File: config.mk
export PLATFORM = sky130hd
export DESIGN_NAME = can_data_field_seq
export DESIGN_NICKNAME = d
export VERILOG_FILES = /design/src/rtl/can_data_field_seq.sv
export SDC_FILE = /design/constraint.sdc
export NUM_CORES = 1
export LEC_CHECK = 0
export ABC_AREA = 1
export BUFFER_PORTS_ARGS = -buffer_cell sky130_fd_sc_hd__buf_4
export CORE_MARGIN = 5
export CORE_UTILIZATION = 30
export DETAILED_ROUTE_END_ITERATION = 7
export SETUP_SLACK_MARGIN = 0.4
export SKIP_CTS_REPAIR_TIMING = 1
export SLEW_MARGIN = 20
export SYNTH_ARGS = -nofsm -noshare
export SYNTH_HDL_FRONTEND = slang
export SYNTH_SLANG_ARGS = --single-unit
File: constraint.sdc
create_clock -name clk -period 2.3 [get_ports clk]
set_clock_uncertainty 0.15 [all_clocks]
set_input_delay 0.115 -clock clk [delete_from_list [all_inputs] [get_ports clk]]
set_output_delay 0.115 -clock clk [all_outputs]
set_load 0.01 [all_outputs]
File: src/rtl/can_data_field_seq.sv
// CAN / CAN FD data-field sequencer.
// Takes the DLC at the end of the control field and turns it into a byte count.
// Collects destuffed data bits into bytes and writes each byte to the RX buffer.
// Flags the end of the data field and picks the CRC type used by the CRC stage.
//
// Handshake: there is no backpressure. dlc_valid, bit_valid and abort are
// single-cycle qualifiers, and their data is sampled on the same rising edge.
// byte_wr and data_done are single-cycle strobes, and their data is stable
// while the strobe is high.

// DLC to byte-count decoder, using the 0..8/12/16/20/24/32/48/64 mapping.
module can_dlc_decoder (
  input  logic [3:0] dlc_i,
  input  logic       fd_i,
  output logic [6:0] len_o
);

  // Classic frames saturate at 8 bytes. FD frames use the extended table above 8.
  always_comb begin
    len_o = 7'd0;
    if (dlc_i <= 4'd8) begin
      len_o = {3'b000, dlc_i};
    end else if (!fd_i) begin
      len_o = 7'd8;
    end else begin
      case (dlc_i)
        4'd9:    len_o = 7'd12;
        4'd10:   len_o = 7'd16;
        4'd11:   len_o = 7'd20;
        4'd12:   len_o = 7'd24;
        4'd13:   len_o = 7'd32;
        4'd14:   len_o = 7'd48;
        default: len_o = 7'd64;
      endcase
    end
  end

endmodule

module can_data_field_seq #(
  parameter int FD_ENABLE = 1,
  parameter int ADDR_W    = 6
) (
  input  logic              clk,
  input  logic              rst,
  input  logic              dlc_valid,
  input  logic [3:0]        dlc_in,
  input  logic              fd_frame_in,
  input  logic              bit_valid,
  input  logic              bit_in,
  input  logic              abort,
  output logic [6:0]        data_len_out,
  output logic [1:0]        crc_type,
  output logic              in_data,
  output logic              byte_wr,
  output logic [ADDR_W-1:0] byte_addr,
  output logic [7:0]        byte_out,
  output logic              data_done,
  output logic              dbg_state_o
);

  typedef enum logic {IDLE = 1'b0, DATA = 1'b1} state_t;

  localparam logic FD_EN = (FD_ENABLE != 0);

  state_t            state_q;
  logic [6:0]        len_q;
  logic [1:0]        crc_q;
  logic              in_data_q;
  logic              byte_wr_q;
  logic [ADDR_W-1:0] byte_addr_q;
  logic [7:0]        byte_out_q;
  logic              data_done_q;
  logic [2:0]        bit_cnt_q;
  logic [ADDR_W-1:0] byte_cnt_q;
  logic [7:0]        shift_q;

  logic              fd_eff;
  logic [6:0]        dec_len;
  logic [1:0]        crc_d;
  logic [7:0]        shift_d;
  logic              last_byte;

  // When FD support is disabled, the FDF bit is ignored and every frame decodes as classic.
  assign fd_eff = FD_EN & fd_frame_in;

  can_dlc_decoder u_dec (
    .dlc_i (dlc_in),
    .fd_i  (fd_eff),
    .len_o (dec_len)
  );

  // CRC selection: CRC21 for long FD payloads, CRC17 for other FD frames, CRC15 for classic.
  always_comb begin
    crc_d = 2'b00;
    if (fd_eff && (dec_len > 7'd16)) crc_d = 2'b10;
    else if (fd_eff)                 crc_d = 2'b01;
  end

  // The first bit received moves up to the MSB after eight shifts.
  assign shift_d   = {shift_q[6:0], bit_in};
  assign last_byte = ((7'(byte_cnt_q) + 7'd1) == len_q);

  // Frame FSM. All outputs are registered. abort takes priority over any bit or DLC event.
  always_ff @(posedge clk) begin
    if (rst) begin
      state_q     <= IDLE;
      len_q       <= 7'd0;
      crc_q       <= 2'b00;
      in_data_q   <= 1'b0;
      byte_wr_q   <= 1'b0;
      byte_addr_q <= '0;
      byte_out_q  <= 8'd0;
      data_done_q <= 1'b0;
      bit_cnt_q   <= 3'd0;
      byte_cnt_q  <= '0;
      shift_q     <= 8'd0;
    end else begin
      byte_wr_q   <= 1'b0;
      data_done_q <= 1'b0;
      if (abort) begin
        state_q    <= IDLE;
        in_data_q  <= 1'b0;
        bit_cnt_q  <= 3'd0;
        byte_cnt_q <= '0;
        shift_q    <= 8'd0;
      end else begin
        case (state_q)
          IDLE: begin
            if (dlc_valid) begin
              len_q      <= dec_len;
              crc_q      <= crc_d;
              bit_cnt_q  <= 3'd0;
              byte_cnt_q <= '0;
              shift_q    <= 8'd0;
              if (dec_len == 7'd0) begin
                data_done_q <= 1'b1;
              end else begin
                state_q   <= DATA;
                in_data_q <= 1'b1;
              end
            end
          end
          DATA: begin
            if (bit_valid) begin
              shift_q   <= shift_d;
              bit_cnt_q <= bit_cnt_q + 3'd1;
              if (bit_cnt_q == 3'd7) begin
                byte_wr_q   <= 1'b1;
                byte_out_q  <= shift_d;
                byte_addr_q <= byte_cnt_q;
                byte_cnt_q  <= byte_cnt_q + ADDR_W'(1);
                if (last_byte) begin
                  data_done_q <= 1'b1;
                  state_q     <= IDLE;
                  in_data_q   <= 1'b0;
                end
              end
            end
          end
          default: state_q <= IDLE;
        endcase
      end
    end
  end

  assign data_len_out = len_q;
  assign crc_type     = crc_q;
  assign in_data      = in_data_q;
  assign byte_wr      = byte_wr_q;
  assign byte_addr    = byte_addr_q;
  assign byte_out     = byte_out_q;
  assign data_done    = data_done_q;
  assign dbg_state_o  = state_q;

endmodule

# Word level (Yosys, flattened, before mapping)
# Cells that the tools add are included.
[totals]
regBits = 43
latchBits = 0
ram_bits = 0
mem_bits_ro = 0
inputBits = 11
out_inout_bits = 27
wordCells = 75
memories = 0
[classes]
add_sub_neg = 3
n_mul = 0
div_mod_pow = 0
n_lt_le_gt_ge = 2
eq_ne = 13
n_shift = 0
n_mux = 34
n_bitwise = 3
n_reduce_logical = 9
[op_table]
columns = ["operator", "n"]
rows = [
  ["$pmux 7 s6", 1],
  ["$mux 7", 4],
  ["$eq 4x4->1 const B", 6],
  ["$mux 6", 3],
  ["$mux 1", 17],
  ["$pmux 7 s2", 1],
  ["$pmux 6 s2", 1],
  ["$add 6x1->7 const B", 1],
  ["$eq 7x7->1", 1],
  ["$gt 7x5->1 const B", 1],
  ["$logic_not 7->1", 1],
  ["$add 6x1->6 const B", 1],
  ["$mux 3", 2],
  ["$ne 2x2->1 const B", 3],
  ["$pmux 1 s2", 3],
  ["$pmux 3 s2", 1],
  ["$reduce_and 3->1", 2],
  ["$reduce_and 5->1", 1],
  ["$le 4x4->1 const B", 1],
  ["$ne 2x1->1 const B", 2],
  ["$reduce_and 4->1", 1],
  ["$reduce_or 4->1", 1],
  ["$add 3x1->3 const B", 1],
  ["$eq 3x3->1 const B", 1],
  ["5 further kinds", 7],
]

# Depth between registers and ports, before layout
# Gate-level depths: netlist of the first run.
[logic_depth]
word_depth = 8
mapped_depth = 14
mapped_depth_nobuf = 14

# By module
# A second synthesis of the first run with hierarchy kept.
[hier_totals]
hier_cells = 296
hier_area_um2 = 2054.5
[by_module_without_submodules]
columns = ["mod", "n_inst", "cells_per_inst", "area_each_um2", "seq_area_each_um2"]
rows = [
  ["can_data_field_seq", 1, 264, 1888.1, 860.8],
  ["can_dlc_decoder", 1, 32, 166.4, 0.0],
]

# Worst setup path before layout of the first run
# No wires, ideal clock.
[synth_timing]
path_kind = "reg2reg"
from = "register byte_cnt_q[0]"
to = "register in_data_q, in the netlist in_data"
setup_ps = 132
arrival_time_ps = 1418
required_time_ps = 2018
path_slack_ps = 600
stages_incl_launch_ff = 11
n_path_buf = 0
period_less_slack_ps = 1700
path_cell_list = "dfxtp_1 > ha_1 > nand4_1 > o21ai_0 > nand2_1 > nor2_1 > nand3_2 > nand2_1 > nand3_1 > nand2_1 > a21oi_1"
[synth_between]
elab_chain_cells = 4
[synth_lines]
columns = ["item", "line_no", "rtl"]
rows = [
  ["start, declared", "75", "logic [ADDR_W-1:0] byte_cnt_q;"],
  ["start signal, assigned", "152", "byte_cnt_q <= byte_cnt_q + ADDR_W'(1);"],
  ["$add 6x1->7", "102", "assign last_byte = ((7'(byte_cnt_q) + 7'd1) == len_q);"],
  ["$eq 7x7->1", "102", ""],
  ["$ne 2x1->1 (no line)", "-", ""],
  ["$reduce_and 5->1 (no line)", "-", ""],
  ["end signal, assigned", "110", "in_data_q <= 1'b0;"],
  ["end signal, assigned", "123", "in_data_q <= 1'b0;"],
  ["end signal, assigned", "140", "in_data_q <= 1'b1;"],
  ["end, declared", "69", "logic in_data_q;"],
]
# No other way between the ends.
# A chain may end at the register's enable or synchronous reset.

# Final worst setup path of the first run
[layout_timing]
from = "register bit_cnt_q[0]"
to = "register byte_addr_q[0], in the netlist byte_addr[0]"
[layout_between]
elab_chain_cells = 2
[layout_lines]
columns = ["item", "line_no", "rtl"]
rows = [
  ["start, declared", "74", "logic [2:0] bit_cnt_q;"],
  ["start signal, assigned", "147", "bit_cnt_q <= bit_cnt_q + 3'd1;"],
  ["$eq 3x3->1", "148", "if (bit_cnt_q == 3'd7) begin"],
  ["$reduce_and 4->1 (no line)", "-", ""],
  ["end signal, assigned", "151", "byte_addr_q <= byte_cnt_q;"],
  ["end, declared", "71", "logic [ADDR_W-1:0] byte_addr_q;"],
]
# No other way between the ends.

==> flow_metrics.env, run 1 <==
export IMPL_status="finished with violations"
export IMPL_violations="negative hold slack"
export IMPL_fin_util_pct=40.05
export IMPL_synthTopCellsByArea="dfxtp_1, nand2_1, nor2_1, a21oi_1, o21ai_0"
export IMPL_placed_cells=381
export IMPL_rows=29
export IMPL_startpoint_type="register"
export IMPL_diodes=0
export IMPL_grt_usage_pct=11.68
export IMPL_nets=333
export IMPL_dp_slack_ns=0.4609
export IMPL_multiInputGateArea_um2=954.7
export IMPL_crit_path_top_delay_cell="dfxtp_1"
export IMPL_syn_inst=270
export IMPL_power_per_cell_area_nw_per_um2=593.6
export IMPL_die_x_um=90.38
export IMPL_yosys_area_top_type="dfxtp_1"
export IMPL_critPathMaxStageDelay_ns=0.35
export IMPL_synth_seq_cells=43
export IMPL_final_cell_count_no_fill=397
export IMPL_syn_area_per_cell_um2=7.178
export IMPL_clock_sinks=43
export IMPL_wire_per_inst_um=12.09
export IMPL_cap_violations=0
export IMPL_dieHeight_um=90.38
export IMPL_num_io_pins=38
export IMPL_holdPathStages=4
export IMPL_grt_max_degree=20
export IMPL_end_kind="register"
export IMPL_grt_pass1_vias=1736
export IMPL_cts_tree="yes"
export IMPL_hold_class="in -> reg"
export IMPL_synth_cell_types=28
export IMPL_path_class="reg -> reg"
export IMPL_clock_latency_ns=0.29
export IMPL_synth_edf_count=0
export IMPL_crit_required_ns=2.34
export IMPL_core_area_um2=6314
export IMPL_dp_hpwl_um=3570
export IMPL_whs_ns=-0.02914
export IMPL_crit_path_max_fanout=3
export IMPL_worst_ep_arrival_time_ns=1.80
export IMPL_grt_pass1_wl_um=7997
export IMPL_avgViaCountPerCell=4.788
export IMPL_synth_ff_type="dfxtp_1"
export IMPL_cts_buffers=5
export IMPL_cp_startpoint="bit_cnt_q[0]"
export IMPL_gp_congestion=0.9075
export IMPL_clockRootBuffer="clkbuf_8"
export IMPL_portBuffers=37
export IMPL_drive_gt1_share_pct=20.63
export IMPL_antenna_found_initial=0
export IMPL_relSlewSlack_pct=66.95
export IMPL_drc=0
export IMPL_syn_nets=284
export IMPL_wl_um=4801
export IMPL_slew_viol_final=0
export IMPL_timing_final_ws_setup_ns=0.5381
export IMPL_fillers=679
export IMPL_worstReg2RegStart="bit_cnt_q[0]"
export IMPL_cts_buffer_depth=2
export IMPL_crit_chain="ha_1, ha_1, nand2_1, nor2_4, inv_1, or2_2, o221a_2"
export IMPL_yosysWarnings=0
export IMPL_start_util_pct=30.70
export IMPL_path_clk_slew_ns=0.08
export IMPL_worst_slew_pin_slew_ns=0.4952
export IMPL_antenna_left=0
export IMPL_worst_path_most_repeated_cell="ha_1"
export IMPL_rsz0062_at_grt="no"
export IMPL_worstRegToRegCells=7
export IMPL_hold_start="bit_valid"
export IMPL_period_share_pct=76.61
export IMPL_p_leak_nw=1.091
export IMPL_register_area_um2=869.6
export IMPL_synthArstFlopShare_pct=0
export IMPL_setup_violations=0
export IMPL_tns_ns=0
export IMPL_netlist_area_um2=1938
export IMPL_synth_top_area_share_pct=44.42
export IMPL_area_delta_synth_final_pct=30.47
export IMPL_vias=1901
export IMPL_drtIter0Drc=93
export IMPL_ir_worst_vdd_v=0.0002189
export IMPL_first_pass_iters=4
export IMPL_fin_crit_ns=1.762
export IMPL_ys_seq_area_share_pct=44.42
export IMPL_fmax_mhz=567.6
export IMPL_hold_violations=1
export IMPL_htreeDepth=2
export IMPL_die_area_um2=8168
export IMPL_grt_overflow=0
-- final cells by class --
class | instances | share of cell area (%)
Timing Repair Buffer | 48 | 15.14
Sequential cell | 43 | 34.39
Tap cell | 77 | 3.810
Multi-Input combinational cell | 191 | 37.75
Inverter | 30 | 4.453
Clock buffer | 5 | 2.721
Clock inverter | 3 | 1.732
-- Yosys cell counts (all sizes together) (2+ instances only) --
library cell	instances
inv	27
dfxtp	43
clkinv	3
nand4	3
ha	3
a21oi	31
buf	3
nor2	45
clkbuf	3
o21ai	25
a31oi	2
nand3	24
nand3b	2
nand2	49
-- where the power goes --
| part | total [W] | switching (W) | leakage (nW) | internal, W |
|---|---|---|---|---|
| Clock | 0.000594 | 0.000270 | 0.0581 | 0.000323 |
| Combinational | 0.000142 | 0.0000829 | 0.683 | 0.0000587 |
| Sequential | 0.000766 | 0.0000123 | 0.350 | 0.000754 |
| Total | 0.00150 | 0.000365 | 1.09 | 0.00114 |
-- routing by layer --
layer,global-route usage [%],wire length [um],up-vias
li1,-,-,991
met1,14.64,2163,867
met2,19.45,2371,30
met3,2.500,149,13
met4,4.591,117,0
met5,0,0,-
-- state kept, by name (all words and copies together), names as in the netlist --
| register | count |
|---|---|
| byte_out | 8 |
| data_len_out | 7 |
| shift_q | 7 |
| byte_addr | 6 |
| byte_cnt_q | 6 |
| bit_cnt_q | 3 |
| crc_type | 2 |
| byte_wr | 1 |
| data_done | 1 |
| dbg_state_o | 1 |
| in_data | 1 |
-- per-stage QoR --
| step | hold slack, ns | total power (W) | cell area, um^2 |
|---|---|---|---|
| finish | -0.02914 | 0.001501 | 2529 |
| global route | 0.01070 | 0.001570 | 2529 |
| CTS | -0.1131 | 0.001516 | 2420 |
| detailed placement | 0.2116 | 0.0009192 | 2307 |
| global placement | 0.2123 | 0.0009189 | 2307 |
| floorplan | 0.02744 | 0.0008568 | 1938 |
-- critical path, delay by kind of cell (launching register included) --
family                   cells  cell delay (ns)
AO/OA/AOI/OAI                1             0.23
AND/OR/NAND/NOR              3             0.54
adder cells (fa/ha/maj)      2             0.30
flip-flops                   1             0.35
buffers and inverters        1             0.09
-- cell families after synthesis --
family,share of synthesized area (%)
and+or+nand+nor,28.28
buffers and inverters,7.230
xor gates and xnor gates,0.4520
AOI/OAI and AO/OA,17.69
DFF,44.42
adders and majority gates,1.937
-- path summary, 6_finish.rpt --
check | slack [ns] | to
setup / recovery | 0.54 | byte_addr[0]
hold / removal | -0.03 | dbg_state_o
setup reg to reg | 0.54 | byte_addr[0]
hold reg to reg | 0.31 | bit_cnt_q[0]
-- cell usage in the layout, fill, tap and decap left out, drive strengths merged --
master / synthesis / layout
bufinv: 0 / 1
ha: 3 / 3
clkinv: 3 / 5
dfxtp: 43 / 43
o32ai: 1 / 1
a211oi: 1 / 1
xnor2: 1 / 1
dlygate4sd3: 0 / 6
a2111oi: 1 / 1
nand4: 3 / 3
nand2: 49 / 49
inv: 27 / 27
a31oi: 2 / 2
a21oi: 31 / 31
nand3: 24 / 24
clkbuf: 3 / 5
o21ai: 25 / 25
nor2: 45 / 45
nand3b: 2 / 2
o221a: 1 / 1
a32o: 1 / 1
buf: 3 / 42
or2: 1 / 1
Power figures use the tool's default switching activity.
==> inputs of run 2 (changes only) <==
--- a/config.mk
+++ b/config.mk
@@ -5,7 +5,7 @@
 export SDC_FILE = /design/constraint.sdc
 export NUM_CORES = 1
 export LEC_CHECK = 0
-export ABC_AREA = 1
+export ABC_AREA = 0
 export BUFFER_PORTS_ARGS = -buffer_cell sky130_fd_sc_hd__buf_4
 export CORE_MARGIN = 5
 export CORE_UTILIZATION = 30
==> constraint.sdc (replaced) <==
create_clock -name clk -period 1.45 [get_ports clk]
set_clock_uncertainty 0.15 [all_clocks]
set_input_delay 0.0725 -clock clk [delete_from_list [all_inputs] [get_ports clk]]
set_output_delay 0.0725 -clock clk [all_outputs]
set_load 0.01 [all_outputs]
==> flow_metrics.env, run 2 <==
export IMPL_placed_cells=352
export IMPL_fin_crit_ns=1.690
export IMPL_ir_worst_vdd_v=0.0003884
export IMPL_drive_gt1_share_pct=48.97
export IMPL_largest_reg_flops=8
export IMPL_nets=305
export IMPL_rsz0062_at_grt="yes"
export IMPL_grt_max_degree=28
export IMPL_seqPwrFrac_pct=54.6
export IMPL_register_area_um2=888.4
export IMPL_power_per_cell_area_nw_per_um2=750.5
export IMPL_clock_latency_ns=0.29
export IMPL_diodes=0
export IMPL_slew_viol_final=0
export IMPL_netlist_area_um2=1896
export IMPL_yosysMostFrequentCell="dfxtp_1"
export IMPL_dp_hpwl_um=3483
export IMPL_core_area_um2=6241
export IMPL_fmax_mhz=591.8
export IMPL_startpoint_type="register"
export IMPL_syn_inst=231
export IMPL_synth_cell_types=41
export IMPL_pwr_share_comb_pct=10.9
export IMPL_wl_um=5046
export IMPL_crit_path_top_delay_cell="dfxtp_4"
export IMPL_synth_seq_cells=43
export IMPL_ys_seq_area_share_pct=45.41
export IMPL_crit_required_ns=1.48
export IMPL_die_area_um2=8008
export IMPL_avgViaCountPerCell=5.022
export IMPL_drtIter0Drc=67
export IMPL_cts_buffer_depth=2
export IMPL_rows=29
export IMPL_setup_violations=22
export IMPL_dp_slack_ns=-0.2402
export IMPL_status="finished with violations"
export IMPL_num_io_pins=38
export IMPL_p_leak_nw=1.095
export IMPL_yosysWarnings=0
export IMPL_first_pass_iters=4
export IMPL_period_share_pct=116.5
export IMPL_fin_area_um2=2933
export IMPL_timing_final_ws_setup_ns=-0.2397
export IMPL_antenna_left=0
export IMPL_crit_chain="ha_4, nand3_4, xnor2_1, a221oi_2, o22ai_2, a32o_1"
export IMPL_grt_overflow=0
export IMPL_synthTopCellsByArea="dfxtp_1, nand2_1, a21oi_1, nor2_1, a22oi_1"
export IMPL_grt_usage_pct=12.32
export IMPL_worst_ep_arrival_time_ns=1.72
export IMPL_path_class="reg -> reg"
export IMPL_cap_violations=0
export IMPL_path_clk_slew_ns=0.09
export IMPL_synth_top_area_share_pct=45.41
export IMPL_synth_edf_count=0
export IMPL_hold_violations=5
export IMPL_worst_slew_pin_slew_ns=0.3991
export IMPL_wire_per_inst_um=13.67
export IMPL_p_sw_w=0.0005577
export IMPL_antenna_found_initial=0
export IMPL_use_met3_pct=2.857
export IMPL_die_x_um=89.49
export IMPL_violations="negative hold slack, negative setup slack"
export IMPL_mostFrequentLayoutCell="buf_4"
export IMPL_p_sw_share_pct=25.34
export IMPL_start_util_pct=30.37
export IMPL_final_cell_count_no_fill=369
export IMPL_cts_buffers=5
export IMPL_place_area_um2=2542
export IMPL_mostFrequentLayoutCells="buf_4, nand2_1, dfxtp_1, a21oi_1, nor2_1"
export IMPL_end_kind="register"
export IMPL_tns_ns=-1.734
export IMPL_p_clk_share_pct=34.5
export IMPL_whs_ns=-0.03028
export IMPL_vias=1853
export IMPL_grt_util_met1_pct=16.37
export IMPL_area_delta_synth_final_pct=54.72
export IMPL_grt_use_met2_pct=19.56
export IMPL_multiInputGateArea_um2=1219
export IMPL_synth_common_cells="dfxtp_1, nand2_1, nor2_1"
export IMPL_portBuffers=37
export IMPL_syn_nets=245
export IMPL_fillers=596
export IMPL_yosys_area_top_type="dfxtp_1"
export IMPL_syn_area_per_cell_um2=8.206
export IMPL_drc=0
export IMPL_grt_pass1_vias=1639
export IMPL_synthArstFlopShare_pct=0
export IMPL_hold_class="in -> reg"
export IMPL_gp_congestion=0.8323
export IMPL_cts_tree="yes"
export IMPL_grt_busiest_layer="met2"
export IMPL_dieHeight_um=89.49
export IMPL_crit_path_max_fanout=5
export IMPL_grt_pass1_wl_um=7707
export IMPL_clockRootBuffer="clkbuf_8"
export IMPL_internal_power_w=0.001643
export IMPL_critPathMaxStageDelay_ns=0.37
export IMPL_clock_sinks=43
export IMPL_relSlewSlack_pct=73.15
export IMPL_synth_ff_type="dfxtp_1"
export IMPL_htreeDepth=2
==> run 2: cell count changes in the layout (fill, tap and decap cells not counted), sizes merged, moves of 5 or more <==
cell   before  now
xnor2       1    6
buf        42   65
nand3      24   10
a22oi       0   10
inv        27    2
nor2       45   30
o21ai      25    6
nand2      49   41
==> run 2: worst paths after layout <==
| check | depth (start not counted) | start | end | slack [ns] |
|---|---|---|---|---|
| min reg2reg | 2 | byte_addr[2] | byte_addr[2] | 0.31 |
| min | 3 | dlc_in[1] | data_len_out[6] | -0.03 |
| max | 6 | byte_cnt_q[1] | data_done | -0.24 |
| max reg2reg | 6 | byte_cnt_q[1] | data_done | -0.24 |
==> run 2: power groups by stage <==
stage          Combinational [W]  Clock [W]  Sequential [W]
5_1_grt                 0.000262   0.000837         0.00120
2_1_floorplan           0.000119          0         0.00123
6_report                0.000241   0.000760         0.00120
3_5_place_dp            0.000197          0         0.00123
4_1_cts                 0.000197   0.000791         0.00120
3_3_place_gp            0.000196          0         0.00123
==> run 2: area by class of cell <==
class,instances,area share [%]
Multi-Input combinational cell,170,41.55
Sequential cell,43,30.29
Timing Repair Buffer,70,21.89
Tap cell,77,3.285
Clock buffer,6,2.474
Clock inverter,2,0.3840
Inverter,1,0.1280
==> run 2: logic make-up (layout without fill, tap and decap cells) <==
logic type / after synthesis / in the layout / share of synthesized area (%)
simple gates: 102 / 102 / 25.22
compound gates: 52 / 52 / 16.63
flops: 43 / 43 / 45.41
buf+inv: 18 / 79 / 4.554
xor+xnor: 10 / 10 / 4.620
fa+ha+maj: 3 / 3 / 1.980
mux: 3 / 3 / 1.584
==> run 2: metrics by stage <==
step	utilization [%]	total power, W	hold WS, ns
after floorplan	-	0.001349	0.06295
after global placement	40.74	0.001423	0.1957
after detailed placement	40.74	0.001424	0.2018
after CTS	42.08	0.002188	-0.1167
after global routing	46.99	0.002301	-0.01477
final	46.99	0.002201	-0.03028
==> run 2: per-layer routing <==
layer	wire length [um]	share of wire (%)	up-vias
li1	-	-	914
met1	2386	47	904
met2	2446	48	27
met3	116	2.3	8
met4	96	1.9	0
met5	0	0	-
==> run 2: worst max-delay path, delay by kind of cell, from the launching register on <==
family	cells	cell delay, ns
compound gates	3	0.64
flops	1	0.37
fa+ha+maj	1	0.18
xor+xnor	1	0.15
simple gates	1	0.10
